===== src/rtl/uart_pkg.sv =====
`default_nettype none
// +--------------------------------------------------------------------+
// | uart_pkg: shared parity codes, tx FSM states, frame sizing helper  |
// | Rev 1.0                                                            |
// +--------------------------------------------------------------------+
package uart_pkg;

  localparam int PARITY_NONE = 0;
  localparam int PARITY_ODD  = 1;
  localparam int PARITY_EVEN = 2;

  typedef enum logic [2:0] {
    ST_IDLE   = 3'd0,
    ST_START  = 3'd1,
    ST_DATA   = 3'd2,
    ST_PARITY = 3'd3,
    ST_STOP   = 3'd4
  } tx_state_t;

  function automatic int frame_bits(input int data_bits, input int parity_mode,
                                    input int stop_bits);
    return 1 + data_bits + ((parity_mode != PARITY_NONE) ? 1 : 0) + stop_bits;
  endfunction

endpackage
`default_nettype wire


===== src/rtl/uart_sync_fifo.sv =====
`default_nettype none
// +--------------------------------------------------------------------+
// | uart_sync_fifo: single-clock FIFO, full/empty derived from count   |
// | Rev 1.0                                                            |
// +--------------------------------------------------------------------+
module uart_sync_fifo #(
  parameter int WIDTH = 8,
  parameter int DEPTH = 16
) (
  input  logic                     clk_in,
  input  logic                     rst_n_in,
  input  logic                     i_push,
  input  logic [WIDTH-1:0]         i_data,
  input  logic                     i_pop,
  output logic [WIDTH-1:0]         o_data,
  output logic [$clog2(DEPTH):0]   o_count,
  output logic                     o_full,
  output logic                     o_empty
);

  localparam int c_PTR_W = $clog2(DEPTH);
  localparam int c_CNT_W = c_PTR_W + 1;

  logic [WIDTH-1:0]   r_mem [DEPTH];
  logic [c_PTR_W-1:0] r_wr_ptr;
  logic [c_PTR_W-1:0] r_rd_ptr;
  logic [c_CNT_W-1:0] r_count;
  logic               w_push_ok;
  logic               w_pop_ok;

  assign o_full    = (r_count == c_CNT_W'(DEPTH));
  assign o_empty   = (r_count == '0);
  assign o_count   = r_count;
  assign o_data    = r_mem[r_rd_ptr];
  // A pop in the same cycle never frees room for a push into a full FIFO.
  assign w_push_ok = i_push && !o_full;
  assign w_pop_ok  = i_pop && !o_empty;

  always_ff @(posedge clk_in) begin
    if (w_push_ok) begin
      r_mem[r_wr_ptr] <= i_data;
    end
  end

  always_ff @(posedge clk_in or negedge rst_n_in) begin
    if (!rst_n_in) begin
      r_wr_ptr <= '0;
      r_rd_ptr <= '0;
      r_count  <= '0;
    end else begin
      if (w_push_ok) r_wr_ptr <= r_wr_ptr + 1'b1;
      if (w_pop_ok)  r_rd_ptr <= r_rd_ptr + 1'b1;
      case ({w_push_ok, w_pop_ok})
        2'b10:   r_count <= r_count + 1'b1;
        2'b01:   r_count <= r_count - 1'b1;
        default: r_count <= r_count;
      endcase
    end
  end

endmodule
`default_nettype wire


===== src/rtl/uart_transmit_fifo.sv =====
`default_nettype none
// +--------------------------------------------------------------------+
// | uart_transmit_fifo: parametrised UART TX fed by a valid/ready FIFO |
// | Rev 1.0                                                            |
// +--------------------------------------------------------------------+
module uart_transmit_fifo
  import uart_pkg::*;
#(
  parameter int INPUT_CLOCK_FREQ = 100_000_000,
  parameter int BAUD_RATE        = 9600,
  parameter int DATA_BITS        = 8,
  parameter int PARITY_MODE      = PARITY_NONE,
  parameter int STOP_BITS        = 1,
  parameter int FIFO_DEPTH       = 16
) (
  input  logic                          clk_in,
  input  logic                          rst_n_in,
  input  logic [DATA_BITS-1:0]          data_in,
  input  logic                          valid_in,
  output logic                          ready_out,
  output logic [$clog2(FIFO_DEPTH):0]   fifo_count_out,
  output logic                          busy_out,
  output logic                          tx_wire_out
);

  localparam int   c_P          = INPUT_CLOCK_FREQ / BAUD_RATE;
  localparam int   c_BAUD_W     = $clog2(c_P);
  localparam int   c_FRAME_BITS = frame_bits(DATA_BITS, PARITY_MODE, STOP_BITS);
  localparam int   c_BIT_W      = $clog2(c_FRAME_BITS);
  localparam logic c_HAS_PARITY = (PARITY_MODE == PARITY_ODD) || (PARITY_MODE == PARITY_EVEN);
  localparam logic [c_BAUD_W-1:0] c_BAUD_LAST = c_BAUD_W'(c_P - 1);
  localparam logic [c_BIT_W-1:0]  c_DATA_LAST = c_BIT_W'(DATA_BITS - 1);
  localparam logic [c_BIT_W-1:0]  c_STOP_LAST = c_BIT_W'(STOP_BITS - 1);

  tx_state_t              r_state, w_state_nxt;
  logic [c_BAUD_W-1:0]    r_baud, w_baud_nxt;
  logic [c_BIT_W-1:0]     r_bit, w_bit_nxt;
  logic [DATA_BITS-1:0]   r_shift, w_shift_nxt;
  logic                   r_parity, w_parity_nxt;
  logic                   r_tx, w_tx_nxt;
  logic                   w_pop;
  logic                   w_bit_end;
  logic                   w_parity_calc;
  logic [DATA_BITS-1:0]   w_fifo_data;
  logic                   w_full;
  logic                   w_empty;

  uart_sync_fifo #(
    .WIDTH (DATA_BITS),
    .DEPTH (FIFO_DEPTH)
  ) u_fifo (
    .clk_in   (clk_in),
    .rst_n_in (rst_n_in),
    .i_push   (valid_in),
    .i_data   (data_in),
    .i_pop    (w_pop),
    .o_data   (w_fifo_data),
    .o_count  (fifo_count_out),
    .o_full   (w_full),
    .o_empty  (w_empty)
  );

  assign ready_out     = !w_full;
  assign busy_out      = (r_state != ST_IDLE);
  assign tx_wire_out   = r_tx;
  assign w_bit_end     = (r_baud == c_BAUD_LAST);
  assign w_parity_calc = (PARITY_MODE == PARITY_ODD) ? ~^w_fifo_data : ^w_fifo_data;

  always_comb begin
    w_state_nxt  = r_state;
    w_baud_nxt   = r_baud;
    w_bit_nxt    = r_bit;
    w_shift_nxt  = r_shift;
    w_parity_nxt = r_parity;
    w_tx_nxt     = r_tx;
    w_pop        = 1'b0;

    if (r_state != ST_IDLE) begin
      w_baud_nxt = w_bit_end ? '0 : r_baud + 1'b1;
    end

    case (r_state)
      ST_IDLE: begin
        w_tx_nxt   = 1'b1;
        w_baud_nxt = '0;
        w_pop      = !w_empty;
      end
      ST_START: begin
        if (w_bit_end) begin
          w_state_nxt = ST_DATA;
          w_bit_nxt   = '0;
          w_tx_nxt    = r_shift[0];
          w_shift_nxt = r_shift >> 1;
        end
      end
      ST_DATA: begin
        if (w_bit_end) begin
          if (r_bit == c_DATA_LAST) begin
            w_bit_nxt = '0;
            if (c_HAS_PARITY) begin
              w_state_nxt = ST_PARITY;
              w_tx_nxt    = r_parity;
            end else begin
              w_state_nxt = ST_STOP;
              w_tx_nxt    = 1'b1;
            end
          end else begin
            w_bit_nxt   = r_bit + 1'b1;
            w_tx_nxt    = r_shift[0];
            w_shift_nxt = r_shift >> 1;
          end
        end
      end
      ST_PARITY: begin
        if (w_bit_end) begin
          w_state_nxt = ST_STOP;
          w_bit_nxt   = '0;
          w_tx_nxt    = 1'b1;
        end
      end
      ST_STOP: begin
        if (w_bit_end) begin
          if (r_bit == c_STOP_LAST) begin
            w_state_nxt = ST_IDLE;
            w_tx_nxt    = 1'b1;
            w_pop       = !w_empty;
          end else begin
            w_bit_nxt = r_bit + 1'b1;
          end
        end
      end
      default: begin
        w_state_nxt = ST_IDLE;
        w_tx_nxt    = 1'b1;
      end
    endcase

    // Loading the next word overrides the idle return so frames run back to back.
    if (w_pop) begin
      w_state_nxt  = ST_START;
      w_baud_nxt   = '0;
      w_shift_nxt  = w_fifo_data;
      w_parity_nxt = w_parity_calc;
      w_tx_nxt     = 1'b0;
    end
  end

  always_ff @(posedge clk_in or negedge rst_n_in) begin
    if (!rst_n_in) begin
      r_state  <= ST_IDLE;
      r_baud   <= '0;
      r_bit    <= '0;
      r_shift  <= '0;
      r_parity <= 1'b0;
      r_tx     <= 1'b1;
    end else begin
      r_state  <= w_state_nxt;
      r_baud   <= w_baud_nxt;
      r_bit    <= w_bit_nxt;
      r_shift  <= w_shift_nxt;
      r_parity <= w_parity_nxt;
      r_tx     <= w_tx_nxt;
    end
  end

endmodule
`default_nettype wire

===== config.mk =====
export PLATFORM = sky130hd
export DESIGN_NAME = uart_transmit_fifo
export DESIGN_NICKNAME = d
export VERILOG_FILES = /design/src/rtl/uart_pkg.sv /design/src/rtl/uart_sync_fifo.sv /design/src/rtl/uart_transmit_fifo.sv
export SDC_FILE = /design/constraint.sdc
export NUM_CORES = 1
export LEC_CHECK = 0
export ABC_CLOCK_PERIOD_IN_PS = 9400
export CELL_PAD_IN_SITES_DETAIL_PLACEMENT = 0
export CELL_PAD_IN_SITES_GLOBAL_PLACEMENT = 2
export CORE_MARGIN = 8
export CORE_UTILIZATION = 45
export CTS_CLUSTER_DIAMETER = 150
export DETAILED_ROUTE_END_ITERATION = 10
export PLACE_DENSITY = 0.79
export SLEW_MARGIN = 20
export SYNTH_ARGS = -nofsm -noshare
export SYNTH_HDL_FRONTEND = slang
export SYNTH_SLANG_ARGS = --single-unit

===== constraint.sdc =====
create_clock -name clk_in -period 9.4 [get_ports clk_in]
set_input_delay 1.88 -clock clk_in [delete_from_list [all_inputs] [get_ports clk_in]]
set_output_delay 1.88 -clock clk_in [all_outputs]
set_load 0.005 [all_outputs]

==> results by group <==
Global route
  • Vias in the first global route: 3,798
  • Pin count of the biggest net entering global routing: between 40 and 50
  • Tot GR Track Use: between 10 and 15%
  • Initial antenna violation count: 0
  • Grt total ovfl: 0
  • First-pass GRT wire length: approximately 21,000 um

Synthesis
  • Async SR Flop Fraction: between 20% and 30%
  • Ranking of synthesized cells by area: edfxtp_1 (54%), dfrtp_1 (15%), mux4_2 (10%), nor2_1 (2.3%), ha_1 (1.9%)
  • Synth warnings: 0
  • Post-synth top area share: between 50% and 60%
  • Synthesized area per cell: between 15 and 20 sq um
  • Mapped Area: a little over 7000 sq um
  • Largest area contributor in the netlist: edfxtp_1
  • Register area share after synthesis: between 60% and 70%
  • Post-synth EDFFs: between 100 and 150
  • Syn nets: roughly 470
  • Synthesized flop and latch total: ~170
  • Gate Count Post-Synth: 450
  • Synth cell types: 46
  • Primary FF master, synth: edfxtp_1

Routing
  • Mean number of vias per cell: 5.31
  • DRC errors left: 0
  • Post-Route WL: between 10,000 and 15,000 um
  • Post-DR wirelength/cell: roughly 19 um
  • DR vias: roughly 3,700
  • Post-DRT Antenna Nets: 0
  • Initial DRC Count: approximately 250
  • DR pass1 iterations: 6

Cells and area
  • Most frequent cells in the layout: edfxtp_1 (128), nor2_1 (44), dfrtp_1 (41)
  • # diodes: 0
  • Nets: 492
  • Syn-to-layout area delta: 13.6%
  • Most common cell after layout, fill and taps aside: edfxtp_1
  • Ratio of cells with drive above 1 in the final layout: 17.4%

Die
  • IO Pins: 19
  • Die area: slightly above 20,000 sq um
  • Die width: about 140 um
  • Cell row count: between 40 and 50
  • Starting density of the core: 45.5%
  • Core Region: roughly 16,000 sq um
  • Die extent in y: about 140 um

STA
  • Peak Freq: 255 MHz
  • RSZ-0062 raised after global routing: false
  • Final Skew: between 10 and 15 ps
  • Final Max Tran Viols: 0
  • Rel. slew slack: between 30 and 40%
  • Worst-Margin Slew: a little over 1000 ps
  • TNS Setup: 0 ps
  • Hold Fails Final Rpt: 0
  • Fin crit share: between 40% and 50%
  • Setup violations, final: 0
  • Minimum clock period: 3920 ps

Clock tree
  • TritonCTS clock tree: yes
  • Hold_buf cts: 0
  • Worst-skew pair later-pin latency: 430 ps
  • CTS H-Tree Depth: 4
  • Clk slew on worst S/H paths: about 70 ps
  • CTS Buf Count: 17
  • Setup bufs post-CTS: 0
  • Root buffer cell: clkbuf_16
  • CTS resizes: 0
  • Worst-case clock buffer depth: 2
  • Total clock sinks: about 170

Critical path
  • Critical Path Slowest Stage Cell: nor4_1
  • Critical Path RT: between 7000 and 8000 ps
  • Startpoint Class: register
  • CP Max Fanout: 7
  • CP Cell Sequence: nor4_1 > nand2_1 > clkdlybuf4s50_1
  • WP data arrival: between 2000 and 2500 ps
  • CP max stage delay: 540 ps
  • Crit path capture type: output port
  • Worst setup path category: register to output port

Power
  • Pleak: around 2.8 nW
  • P per Cell Area: 269 nW/um^2
  • Reg power frac: 45.9%
  • Int Power: roughly 0.0015 W
  • Max IR drop VDD: around 0.00017 V
  • Switching Share: between 30% and 40%
  • Reported net switching power: about 0.00067 W
  • Logic pwr share: 23.6%
  • Total power: 0.00220 W
  • Clk network pwr share: between 30% and 40%

Outcome
  • Status: complete, no violations

Hold path
  • Hold Crit Class: register to register

Place
  • # port buffers: 18
  • Final RePlAce weighted congestion: ~0.73
  • Hpwl dp: 8520 um

Job
  • Max_cap viols: 0
## sequential cells by signal, indices dropped and copies added (netlist names)
signal	count
r_shift	8
u_fifo.r_rd_ptr	4
u_fifo.o_count	5
r_state	3
u_fifo.r_wr_ptr	4
r_bit	4
tx_wire_out	1
u_fifo.r_mem	128
r_baud	14
## worst paths after layout
| path | startpoint | endpoint | slack (ps) | cells past startpoint |
|---|---|---|---|---|
| min in group asynchronous | rst_n_in | u_fifo.o_count[3] | 1610 | 1 |
| worst max register to register | r_bit[0] | u_fifo.o_count[4] | 6000 | 15 |
| worst min-delay path | r_baud[0] | r_baud[0] | 490 | 1 |
| worst max-delay path | u_fifo.o_count[2] | ready_out | 5480 | 3 |
| worst min register to register | r_baud[0] | r_baud[0] | 490 | 1 |
| max in group asynchronous | rst_n_in | u_fifo.r_rd_ptr[0] | 7130 | 1 |
## Yosys cell counts, types with 2 or more instances
library cell and n:
xor2_1 14, nor2_1 44, and4_2 2, buf_2 7, a21oi_1 11, and3_1 4
mux2_2 2, inv_1 11, clkbuf_1 9, o21ai_0 12, o211ai_1 2, edfxtp_1 128
a22o_1 3, and2_1 4, mux2i_1 7, nand3_1 6, xnor2_1 11, nor3_1 5
nand2b_1 4, nand3b_1 4, nand4_1 4, nor2b_1 10, mux4_2 32, buf_1 4
a22oi_1 16, nand2_1 23, dfrtp_1 42, ha_1 11
## through the flow
stage	util (%)	hold WS, ps	cell area (sq um)	cells	worst slack [ps]
floorplan	-	452	7180	450	5650
global placement	48.0	476	7570	667	5150
detailed placement	48.0	478	7570	667	5110
CTS	51.6	488	8140	699	5410
global route	51.7	529	8160	699	5320
finish	51.7	490	8160	699	5480
## power by group through the flow
stage | combinational, W | clock [W] | sequential [W]
2_1_floorplan | 0.000392 | 0 | 0.000993
3_3_place_gp | 0.000524 | 0 | 0.00102
3_5_place_dp | 0.000528 | 0 | 0.00102
4_1_cts | 0.000530 | 0.000684 | 0.00101
5_1_grt | 0.000578 | 0.000712 | 0.00102
6_report | 0.000519 | 0.000670 | 0.00101
## routing by layer
layer | GRT usage, % | up-vias | routed length [um]
met5 | 0 | - | 0
met4 | 4.53 | 0 | 129
met3 | 3.72 | 10 | 493
met1 | 18.4 | 1881 | 5970
met2 | 22.9 | 61 | 6580
li1 | - | 1760 | -
## cell type report
class	instances	area [sq um]
flip-flops and latches	171	4920
multi-input cells	248	2150
inverters	11	41.3
clock inverters	15	150
clock buffers	17	425
repair buffers	21	198
well taps	216	270
fillers	1340	7610
## cells by family after synthesis
family                     after synthesis  share of synthesized area (%)
adders and majority gates               11                           1.92
AOI/OAI and AO/OA                       51                           4.56
and+or+nand+nor                        120                           8.90
muxes                                   41                           11.3
xor gates and xnor gates                25                           3.05
buffers and inverters                   31                           1.74
DFF                                    171                           68.5
## critical path: cells and delay by family, from the launching register on
family	cells	cell delay, ps
flip-flops	1	450
AND/OR/NAND/NOR	2	680
buffers and inverters	1	480
(Power assumes the default switching activity.)
